<file path="config.mk">
export PLATFORM = sky130hd
export DESIGN_NAME = ihex_tx_dump
export DESIGN_NICKNAME = d
export VERILOG_FILES = /design/src/rtl/ihex_pkg.sv /design/src/rtl/ihex_char_tx.sv /design/src/rtl/ihex_tx_dump.sv
export SDC_FILE = /design/constraint.sdc
export NUM_CORES = 1
export LEC_CHECK = 0
export BUFFER_PORTS_ARGS = -buffer_cell sky130_fd_sc_hd__buf_4
export CORE_ASPECT_RATIO = 0.8
export CORE_MARGIN = 4
export CORE_UTILIZATION = 55
export DETAILED_ROUTE_END_ITERATION = 12
export HOLD_SLACK_MARGIN = 0.08
export PLACE_DENSITY = 0.88
export SLEW_MARGIN = 20
export SYNTH_ARGS = -nofsm -noshare
export SYNTH_HDL_FRONTEND = slang
export SYNTH_HIERARCHICAL = 1
export SYNTH_SLANG_ARGS = --single-unit
</file>
<file path="constraint.sdc">
create_clock -name clk24 -period 5.2 [get_ports clk24]
set_input_delay 0.52 -clock clk24 [delete_from_list [all_inputs] [get_ports clk24]]
set_output_delay 0.52 -clock clk24 [all_outputs]
set_load 0.03 [all_outputs]
</file>
<file path="src/rtl/ihex_pkg.sv">
// Shared Intel HEX definitions: record types, ASCII framing characters,
// hex digit encoding and the dump transmitter state encoding.
package ihex_pkg;

    localparam logic [7:0] REC_DATA    = 8'h00;
    localparam logic [7:0] REC_EOF     = 8'h01;
    localparam logic [7:0] REC_ELA     = 8'h04;

    localparam logic [7:0] ASCII_COLON = 8'h3A;
    localparam logic [7:0] ASCII_CR    = 8'h0D;
    localparam logic [7:0] ASCII_LF    = 8'h0A;

    typedef enum logic [3:0] {
        ST_IDLE,
        ST_ELA,
        ST_HDR,
        ST_RD,
        ST_DATA,
        ST_CSUM,
        ST_EOL,
        ST_EOF,
        ST_DONE
    } dump_state_t;

    function automatic logic [7:0] hex_ascii(input logic [3:0] nib);
        return (nib < 4'd10) ? (8'h30 + {4'h0, nib}) : (8'h37 + {4'h0, nib});
    endfunction

    // Nibble k of a left-aligned byte string, most significant nibble first.
    function automatic logic [3:0] nibble_at(input logic [63:0] bytes, input logic [4:0] k);
        logic [63:0] shifted;
        shifted = bytes << {k, 2'b00};
        return shifted[63:60];
    endfunction

endpackage

</file>
<file path="src/rtl/ihex_char_tx.sv">
// One-character holding stage in front of the UART TX byte port: writes only
// while the TX is idle and ignores busy for one cycle after each write.
module ihex_char_tx
    import ihex_pkg::*;
(
    input  logic       clk24,
    input  logic       rst_n,
    input  logic [7:0] char_data,
    input  logic       char_valid,
    output logic       char_ready,
    output logic [7:0] o_uart_tx_data,
    output logic       o_uart_tx_wr,
    input  logic       i_uart_tx_busy
);

    logic pend;
    logic blank;

    assign char_ready   = !pend;
    assign o_uart_tx_wr = pend && !blank && !i_uart_tx_busy;

    // The TX raises busy one cycle after a write, so the cycle after a write is blanked.
    always_ff @(posedge clk24) begin
        if (!rst_n) begin
            pend           <= 1'b0;
            blank          <= 1'b0;
            o_uart_tx_data <= 8'h00;
        end else begin
            blank <= o_uart_tx_wr;
            if (char_valid && char_ready) begin
                pend           <= 1'b1;
                o_uart_tx_data <= char_data;
            end else if (o_uart_tx_wr) begin
                pend <= 1'b0;
            end
        end
    end

endmodule

</file>
<file path="src/rtl/ihex_tx_dump.sv">
// Intel HEX dump of a RAM range over the UART TX byte port; bytes are read on
// demand, one read per data byte, with the checksum accumulated on the fly.
module ihex_tx_dump
    import ihex_pkg::*;
#(
    parameter int REC_LEN  = 16,
    parameter int RD_LAT   = 2,
    parameter int EOL_CRLF = 1
) (
    input  logic        clk24,
    input  logic        rst_n,
    input  logic        start_i,
    input  logic [21:0] base_i,
    input  logic [22:0] len_i,
    output logic        rd_o,
    output logic [21:0] rd_addr_o,
    input  logic [7:0]  rd_data_i,
    output logic [7:0]  o_uart_tx_data,
    output logic        o_uart_tx_wr,
    input  logic        i_uart_tx_busy,
    output logic        busy_o,
    output logic        done_o
);

    localparam int         EOL_LEN  = (EOL_CRLF != 0) ? 2 : 1;
    localparam logic [4:0] ELA_LAST = 5'(14 + EOL_LEN);
    localparam logic [4:0] EOF_LAST = 5'(10 + EOL_LEN);
    localparam logic [4:0] EOL_LAST = 5'(EOL_LEN - 1);

    dump_state_t state;
    logic [4:0]  idx;
    logic [21:0] addr;
    logic [22:0] remaining;
    logic [4:0]  rec_left;
    logic [7:0]  data_q;
    logic [7:0]  csum;
    logic [2:0]  lat_cnt;
    logic        draining;

    logic [16:0] to_bound;
    logic [4:0]  rec_len;
    logic [7:0]  ela_cs;
    logic [7:0]  csum_neg;
    logic [63:0] nib_src;
    logic [4:0]  nib_idx;
    logic [4:0]  eol_idx;
    logic [7:0]  char_data;
    logic        char_valid;
    logic        char_ready;
    logic        char_last;
    logic        accept;

    function automatic logic [7:0] eol_char(input logic [4:0] k);
        return (EOL_CRLF != 0 && k == 5'd0) ? ASCII_CR : ASCII_LF;
    endfunction

    // Record length: bounded by REC_LEN, the bytes still to send and the 64 KiB boundary.
    always_comb begin
        to_bound = 17'h10000 - {1'b0, addr[15:0]};
        rec_len  = 5'(REC_LEN);
        if (remaining < {18'h0, rec_len}) rec_len = remaining[4:0];
        if (to_bound < {12'h0, rec_len}) rec_len = to_bound[4:0];
        ela_cs   = ~(8'h06 + {2'b00, addr[21:16]}) + 8'd1;
        csum_neg = ~csum + 8'd1;
    end

    always_comb begin
        char_valid = 1'b0;
        char_last  = 1'b0;
        char_data  = 8'h00;
        nib_src    = 64'h0;
        nib_idx    = idx - 5'd1;
        eol_idx    = 5'd0;
        unique case (state)
            ST_ELA: begin
                char_valid = 1'b1;
                char_last  = (idx == ELA_LAST);
                nib_src    = {8'h02, 8'h00, 8'h00, REC_ELA, 8'h00, 2'b00, addr[21:16], ela_cs, 8'h00};
                eol_idx    = idx - 5'd15;
                if (idx == 5'd0)       char_data = ASCII_COLON;
                else if (idx <= 5'd14) char_data = hex_ascii(nibble_at(nib_src, nib_idx));
                else                   char_data = eol_char(eol_idx);
            end
            ST_HDR: begin
                char_valid = 1'b1;
                char_last  = (idx == 5'd8);
                nib_src    = {3'b000, rec_len, addr[15:8], addr[7:0], REC_DATA, 32'h0};
                if (idx == 5'd0) char_data = ASCII_COLON;
                else             char_data = hex_ascii(nibble_at(nib_src, nib_idx));
            end
            ST_DATA: begin
                char_valid = 1'b1;
                char_last  = (idx == 5'd1);
                nib_src    = {data_q, 56'h0};
                char_data  = hex_ascii(nibble_at(nib_src, idx));
            end
            ST_CSUM: begin
                char_valid = 1'b1;
                char_last  = (idx == 5'd1);
                nib_src    = {csum_neg, 56'h0};
                char_data  = hex_ascii(nibble_at(nib_src, idx));
            end
            ST_EOL: begin
                char_valid = 1'b1;
                char_last  = (idx == EOL_LAST);
                char_data  = eol_char(idx);
            end
            ST_EOF: begin
                char_valid = !draining;
                char_last  = (idx == EOF_LAST);
                nib_src    = {8'h00, 8'h00, 8'h00, REC_EOF, 8'hFF, 24'h0};
                eol_idx    = idx - 5'd11;
                if (idx == 5'd0)       char_data = ASCII_COLON;
                else if (idx <= 5'd10) char_data = hex_ascii(nibble_at(nib_src, nib_idx));
                else                   char_data = eol_char(eol_idx);
            end
            default: begin
                char_valid = 1'b0;
            end
        endcase
    end

    assign accept = char_valid && char_ready;

    always_ff @(posedge clk24) begin
        if (!rst_n) begin
            state     <= ST_IDLE;
            idx       <= 5'd0;
            addr      <= 22'h0;
            remaining <= 23'h0;
            rec_left  <= 5'd0;
            data_q    <= 8'h00;
            csum      <= 8'h00;
            lat_cnt   <= 3'd0;
            draining  <= 1'b0;
            rd_o      <= 1'b0;
            rd_addr_o <= 22'h0;
            busy_o    <= 1'b0;
            done_o    <= 1'b0;
        end else begin
            rd_o   <= 1'b0;
            done_o <= 1'b0;
            unique case (state)
                ST_IDLE: begin
                    if (start_i) begin
                        addr      <= base_i;
                        remaining <= len_i;
                        busy_o    <= 1'b1;
                        idx       <= 5'd0;
                        csum      <= 8'h00;
                        draining  <= 1'b0;
                        state     <= (len_i == 23'h0) ? ST_EOF : ST_ELA;
                    end
                end
                ST_ELA: begin
                    if (accept) begin
                        idx <= char_last ? 5'd0 : idx + 5'd1;
                        if (char_last) state <= ST_HDR;
                    end
                end
                ST_HDR: begin
                    if (accept) begin
                        idx <= char_last ? 5'd0 : idx + 5'd1;
                        if (char_last) begin
                            rec_left  <= rec_len;
                            csum      <= {3'b000, rec_len} + addr[15:8] + addr[7:0];
                            rd_o      <= 1'b1;
                            rd_addr_o <= addr;
                            lat_cnt   <= 3'd0;
                            state     <= ST_RD;
                        end
                    end
                end
                ST_RD: begin
                    if (lat_cnt == 3'(RD_LAT)) begin
                        data_q <= rd_data_i;
                        state  <= ST_DATA;
                    end else begin
                        lat_cnt <= lat_cnt + 3'd1;
                    end
                end
                ST_DATA: begin
                    if (accept) begin
                        idx <= char_last ? 5'd0 : idx + 5'd1;
                        if (char_last) begin
                            csum      <= csum + data_q;
                            addr      <= addr + 22'd1;
                            remaining <= remaining - 23'd1;
                            if (rec_left == 5'd1) begin
                                state <= ST_CSUM;
                            end else begin
                                rec_left  <= rec_left - 5'd1;
                                rd_o      <= 1'b1;
                                rd_addr_o <= addr + 22'd1;
                                lat_cnt   <= 3'd0;
                                state     <= ST_RD;
                            end
                        end
                    end
                end
                ST_CSUM: begin
                    if (accept) begin
                        idx <= char_last ? 5'd0 : idx + 5'd1;
                        if (char_last) state <= ST_EOL;
                    end
                end
                ST_EOL: begin
                    if (accept) begin
                        idx <= char_last ? 5'd0 : idx + 5'd1;
                        if (char_last) begin
                            if (remaining == 23'h0)       state <= ST_EOF;
                            else if (addr[15:0] == 16'h0) state <= ST_ELA;
                            else                          state <= ST_HDR;
                        end
                    end
                end
                ST_EOF: begin
                    // Completion waits until the final character has actually reached the TX.
                    if (draining) begin
                        if (o_uart_tx_wr) begin
                            draining <= 1'b0;
                            done_o   <= 1'b1;
                            busy_o   <= 1'b0;
                            state    <= ST_DONE;
                        end
                    end else if (accept) begin
                        idx <= char_last ? 5'd0 : idx + 5'd1;
                        if (char_last) draining <= 1'b1;
                    end
                end
                ST_DONE: begin
                    state <= ST_IDLE;
                end
                default: begin
                    state <= ST_IDLE;
                end
            endcase
        end
    end

    ihex_char_tx u_char_tx (
        .clk24          (clk24),
        .rst_n          (rst_n),
        .char_data      (char_data),
        .char_valid     (char_valid),
        .char_ready     (char_ready),
        .o_uart_tx_data (o_uart_tx_data),
        .o_uart_tx_wr   (o_uart_tx_wr),
        .i_uart_tx_busy (i_uart_tx_busy)
    );

endmodule
</file>
==> results.md, run 1 <==
* Outcome: complete, but fails checks
* Failing checks: setup timing
* RSZ-0062 raised after global routing: yes
* Die width at 153 um
* Die Y at 124 um
* Post-synthesis simple-gate area fraction at 25.5%
* Clock-pin slew of the registers on the worst-case setup and hold paths at 0.06 ns
* Async set-reset flop share out of synthesis at 0%
* Post-synth top area cell: dfxtp_1
* CP Max Fanout at 5
* CTS tree: done
* Slowest cell on crit path: fa_1
* Vias in the first global route at 9431
* Worst-case hold path end point: data_q[6]
* Area Overhead vs Synth at 18.7%
* Fmax at 0.188 GHz
* Syn Area/Cell at 7.35 um2
* CP Data Arrival Time at 5.65 ns
* GRT Overall Usage at 30.0%
* Adder-cell share of the synthesized area at 7.55%
* Setup CP Type: flip-flop to flip-flop
* Relative slew margins at 29.1%
* Total CTS buffers at 17
* Clock tree buffer depth at 2
* DR DRC count at 0
* Filler instances at 1363
* CP Launch Type: flip-flop
* Crit path launch: remaining[22]
* Largest family of logic cells by synthesized area: compound AO/OA/AOI/OAI gates
* Core area at 16600 um2
* First-pass GRT wire length at 47.8 mm
* Worst r2r src: remaining[22]
* Layout Nets at 1465
* Leakage at 4.36 nW
* Largest net degree at the start of global routing at 73
* R2R setup slack at -0.12 ns
* Fin Clk Skew at 0.0143 ns
* CP required at 5.52 ns
* Pre-CTS setup slack at -0.159 ns
* CP endpoint kind: flip-flop
* Min-delay src: rd_data_i[6]
* Num Clock Sinks at 114
* Count leader, synth: nor2_1
* Hold path cells at 3
* Grt ovf at 0
* Routed len/inst at 19.1 um
* Period Utilization, post-route at 102%
* Sequential Area at 2280 um2
* HPWL after DPL at 20.7 mm
* Layout cell share with drive strength beyond 1 at 17.7%
* Slowest stage delay, CP at 0.42 ns
* Synth warn at 6
* Tmin final at 5.32 ns
* Starting density of the core at 56.3%
* Worst-Margin Slew at 1.06 ns
* Worst Hold Class: input port to flip-flop
* Top cells by count, synth: 170 x nor2_1, 114 x dfxtp_1, 103 x nand2_1, 90 x a21oi_1, 88 x o21ai_0
* H-tree levels at 4
* Pwr dens at 427 nW/um2
* Final WS setup at -0.121 ns
* Post-synthesis compound-gate area fraction at 25.7%
* Post-synthesis cell count at 1268
* Reg-to-reg critical path endpoint: csum[7]
* Via count at 10.3k
* Post-synth top flop: dfxtp_1
* Xor/xnor share of the synthesized area at 4.89%
* Post-Syn Area at 9310 um2
* Synth area leaders: dfxtp_1 25%, nor2_1 6.9%, ha_1 6.0%
* R2R cell count at 28
* Clock root buffer master: clkbuf_16
* Max rail drop VDD at 0.223 mV
* Final hold viol count at 0
* RD Place Congestion at 1.01
* Iter 0 DRT Violations at 1506
* Max-Cap Viols at 0
* DR pass1 iterations at 6
* Final setup viols at 3
* Antenna Cells at 0
* Worst-Skew Late Latency at 0.44 ns
* DRT Wirelength at 30.4 mm
* Die area at 19100 um2
* Area occupied by multi-input gates at 6510 um2
* Post-Syn Nets at 1377
* I/O Buffers at 90
* I/O pin count at 91
* Initial antenna violation count at 0
* Post-synth EDFFs at 0
* Multiplexer area fraction after synthesis at 4.92%
* Top cell type's share of synthesized area at 24.5%
* Register bit total from synthesis at 114
* Netlist cell types at 86
* Setup TNS at -0.199 ns
* Hold buffers post-CTS at 0
* Sequential share of the synthesized area at 24.5%
* Slew Viols, Final at 0
* Final antenna-violating net count at 0
* Vias per inst at 6.48
* Rows at 42
[stage by stage]
stage	hold WS [ns]	power, W	cell area (um2)	cells	utilization [%]
finish	0.323	0.00472	11100	1589	66.8
global route	0.333	0.00494	11100	1589	66.8
CTS	0.329	0.00455	11000	1586	66.3
detailed placement	0.450	0.00336	10300	1538	62.0
global placement	0.447	0.00330	10300	1538	62.0
floorplan	0.446	0.00274	9330	1268	-
[placed cells by master, fill, tap and decap left out, types with 6 or more instances in the layout]
| cell type | synthesis | routed |
|---|---|---|
| o211a_1 | 6 | 6 |
| mux2i_1 | 39 | 39 |
| inv_1 | 57 | 55 |
| nor2_1 | 170 | 169 |
| xor2_1 | 20 | 20 |
| nand3_1 | 37 | 36 |
| o22ai_1 | 15 | 15 |
| o21a_1 | 8 | 8 |
| nor4_1 | 25 | 23 |
| o21ai_0 | 88 | 87 |
| ha_1 | 45 | 43 |
| a21o_1 | 13 | 13 |
| nand3b_1 | 6 | 6 |
| xnor2_1 | 32 | 32 |
| nor3b_1 | 11 | 10 |
| nor3_1 | 43 | 40 |
| nand2b_1 | 12 | 12 |
| o221ai_1 | 7 | 7 |
| dfxtp_1 | 114 | 113 |
| nor2b_1 | 13 | 13 |
| a21oi_1 | 90 | 87 |
| fa_1 | 7 | 6 |
| buf_4 | 2 | 160 |
| o211ai_1 | 10 | 10 |
| or3_1 | 10 | 9 |
| and3_1 | 8 | 8 |
| a211o_1 | 8 | 8 |
| nand2_1 | 103 | 102 |
| a211oi_1 | 44 | 43 |
| clkbuf_16 | 0 | 17 |
| nand4_1 | 11 | 11 |
| a22oi_1 | 17 | 17 |
| a31oi_1 | 8 | 8 |
| and2_1 | 11 | 11 |
[flip-flops by register name (all words and copies together), names as in the netlist]
signal	flops
rd_o	1
draining	1
u_char_tx/blank	1
addr	22
u_char_tx/pend	1
idx	5
csum	8
state	4
rec_left	5
busy_o	1
remaining	23
rd_addr_o	22
data_q	8
u_char_tx/o_uart_tx_data	8
lat_cnt	3
done_o	1
[per-layer routing]
metal,share of wire [%],vias to the layer above,global-route usage [%],wire length (um)
li1,-,4767,-,-
met1,41,4670,41.1,12300
met2,44,740,46.0,13500
met3,12,113,7.33,3620
met4,3.2,0,10.5,963
met5,0,-,0,0
[cell families (layout without fill, tap and decap cells)]
logic type               after synthesis  count (layout)
AO/OA/AOI/OAI                        366             366
XOR/XNOR                              52              52
adder cells (fa/ha/maj)               52              52
buffers and inverters                150             251
flip-flops                           114             114
multiplexers                          45              45
other                                  1               1
AND/OR/NAND/NOR                      488             488
[critical path, delay by kind of cell, from the launching register on]
kind	cells	cell delay [ns]
DFF	1	0.32
AOI/OAI and AO/OA	7	1.07
adders and majority gates	4	1.12
buffers and inverters	5	0.63
and+or+nand+nor	10	1.59
muxes	1	0.32
xor gates and xnor gates	1	0.16
[worst max path at each step]
stage,end,slack (ns),depth (start not counted)
floorplan,csum[7],0.02,27
global placement,csum[7],0.07,26
global route,csum[7],-0.32,28
finish,csum[7],-0.12,28
detailed placement,csum[7],-0.16,26
CTS,csum[6],0.005,21
[power by group]
group	total, W	internal (W)	switching (W)
Clock	0.00116	0.000673	0.000486
Sequential	0.00123	0.00101	0.000220
Combinational	0.00233	0.000925	0.00141
Total	0.00472	0.00261	0.00211
[cell type report]
class | count | area share (%)
clock buffer | 18 | 3.97
clock inverter | 14 | 1.18
inverter | 59 | 2.00
multi-input combinational | 1004 | 58.9
sequential | 114 | 20.6
tap | 220 | 2.49
timing repair buffer | 160 | 10.9
[repair_timing]
item                                    in CTS  in global routing
setup buffers                               16                  3
pin swaps                                    8                  7
gates resized for setup                      9                 14
endpoints found under the setup margin       3                  6
No activity file was read; power rests on OpenSTA's default activity.
==> inputs of run 2 (changes only) <==
Settings changed: PLACE_DENSITY 0.88 to 0.78.
==> results.md, run 2 (synthesized netlist as in run 1, its figures left out) <==
* CP required at 5.52 ns
* Filler instances at 1386
* I/O Buffers at 90
* Total CTS buffers at 17
* Max rail drop VDD at 0.256 mV
* Clock tree buffer depth at 2
* Vias per inst at 6.24
* Hold path cells at 3
* Antenna Cells at 0
* Fin Clk Skew at 0.00714 ns
* Routed len/inst at 18.4 um
* Busiest grt layer: met2
* Area Overhead vs Synth at 19.8%
* Layout Nets at 1473
* Hold buffers post-CTS at 0
* Vias in the first global route at 8982
* Setup CP Type: flip-flop to flip-flop
* Final antenna-violating net count at 0
* RSZ-0062 raised after global routing: yes
* Total power at 0.00481 W
* H-tree levels at 4
* CP Launch Type: flip-flop
* Die area at 19100 um2
* Max reg flops at 23
* Tmin final at 5.10 ns
* RD Place Congestion at 1.02
* Slowest stage delay, CP at 0.43 ns
* Fmax at 0.196 GHz
* Grt ovf at 0
* Worst-Margin Slew at 0.960 ns
* Slew Viols, Final at 0
* Period Utilization, post-route at 98.1%
* Die width at 153 um
* Clock-pin slew of the registers on the worst-case setup and hold paths at 0.05 ns
* Pwr dens at 431 nW/um2
* Num Clock Sinks at 114
* Leakage at 4.42 nW
* Final setup viols at 0
* Final hold viol count at 0
* Slowest cell on crit path: fa_1
* M1 GR Usage at 42.9%
* DRT Wirelength at 29.4 mm
* Worst Hold Class: input port to flip-flop
* I/O pin count at 91
* Regs by FF count: remaining x23, addr x22, rd_addr_o x22
* Iter 0 DRT Violations at 1183
* Reg with most FFs: remaining
* Relative slew margins at 34.4%
* Die Y at 124 um
* Outcome: finished, final reports clean
* GRT Overall Usage at 29.3%
* Met3 GRT Util at 7.33%
* Rows at 42
* Layout cell share with drive strength beyond 1 at 18.3%
* CTS tree: done
* Worst-Skew Late Latency at 0.42 ns
* CP endpoint kind: flip-flop
* Via count at 9960
* HPWL after DPL at 20.5 mm
* Core area at 16600 um2
* Initial antenna violation count at 0
* Largest net degree at the start of global routing at 80
* Final WS setup at 0.0987 ns
* R2R cell count at 28
* Clock root buffer master: clkbuf_16
* Starting density of the core at 56.3%
* M2 GR Usage at 42.9%
* Hold slack at 0.333 ns
* DR pass1 iterations at 7
* First-pass GRT wire length at 46.7 mm
* Max-Cap Viols at 0
* Pre-CTS setup slack at -0.153 ns
* DR DRC count at 0
* CP Max Fanout at 4
* Leading cell types in the layout, fill and taps excluded: 168 x nor2_1, 168 x buf_4, 112 x dfxtp_1, 102 x nand2_1, 87 x o21ai_0
* CP Data Arrival Time at 5.42 ns
run 2: final cells by class:
type                            instances  area (um2)  share of cell area (%)
Multi-Input combinational cell       1004        6540                    58.6
Sequential cell                       114        2280                    20.5
Timing Repair Buffer                  168        1260                    11.3
Clock buffer                           21         470                    4.22
Tap cell                              220         275                    2.47
Inverter                               59         221                    1.98
Clock inverter                          9         108                   0.964
run 2: report_power, final:
part | total, W | internal (W) | switching, W
logic | 0.00241 | 0.00100 | 0.00141
registers | 0.00123 | 0.00101 | 0.000219
clock network | 0.00117 | 0.000736 | 0.000438
total | 0.00481 | 0.00275 | 0.00206
run 2: worst paths after layout:
| path | slack, ns | end | startpoint |
|---|---|---|---|
| min reg2reg | 0.46 | u_char_tx/o_uart_tx_data[0] | u_char_tx/o_uart_tx_data[0] |
| min | 0.33 | data_q[4] | rd_data_i[4] |
| max | 0.1 | csum[7] | remaining[21] |
| max reg2reg | 0.1 | csum[7] | remaining[21] |
run 2: critical path, delay by kind of cell, from the launching register on:
kind	cells	cell delay [ns]
AOI/OAI and AO/OA	7	1.07
xor gates and xnor gates	1	0.13
adders and majority gates	4	1.12
buffers and inverters	5	0.54
DFF	1	0.32
muxes	1	0.31
and+or+nand+nor	10	1.48
run 2: stage by stage:
step	area, um2	std cells	setup TNS (ns)	util, %
6_report	11200	1595	0	67.4
3_3_place_gp	10300	1538	0	62.0
4_1_cts	11000	1588	0	66.5
2_1_floorplan	9330	1268	0	-
5_1_grt	11200	1595	-0.439	67.4
3_5_place_dp	10300	1538	-0.183	62.0
run 2: repair_timing:
| action | in CTS | in global routing |
|---|---|---|
| setup buffers | 20 | 7 |
| pin swaps | 5 | 11 |
| resized for setup | 8 | 22 |
| endpoints found under the setup margin | 2 | 9 |
run 2: routing by layer:
metal  routed length, um  part of all wire, %  up-vias
met2               12700                   43      561
met3                3120                   11       64
met4                 608                  2.1        0
met1               12900                   44     4569
met5                   0                    0        -
li1                    -                    -     4766
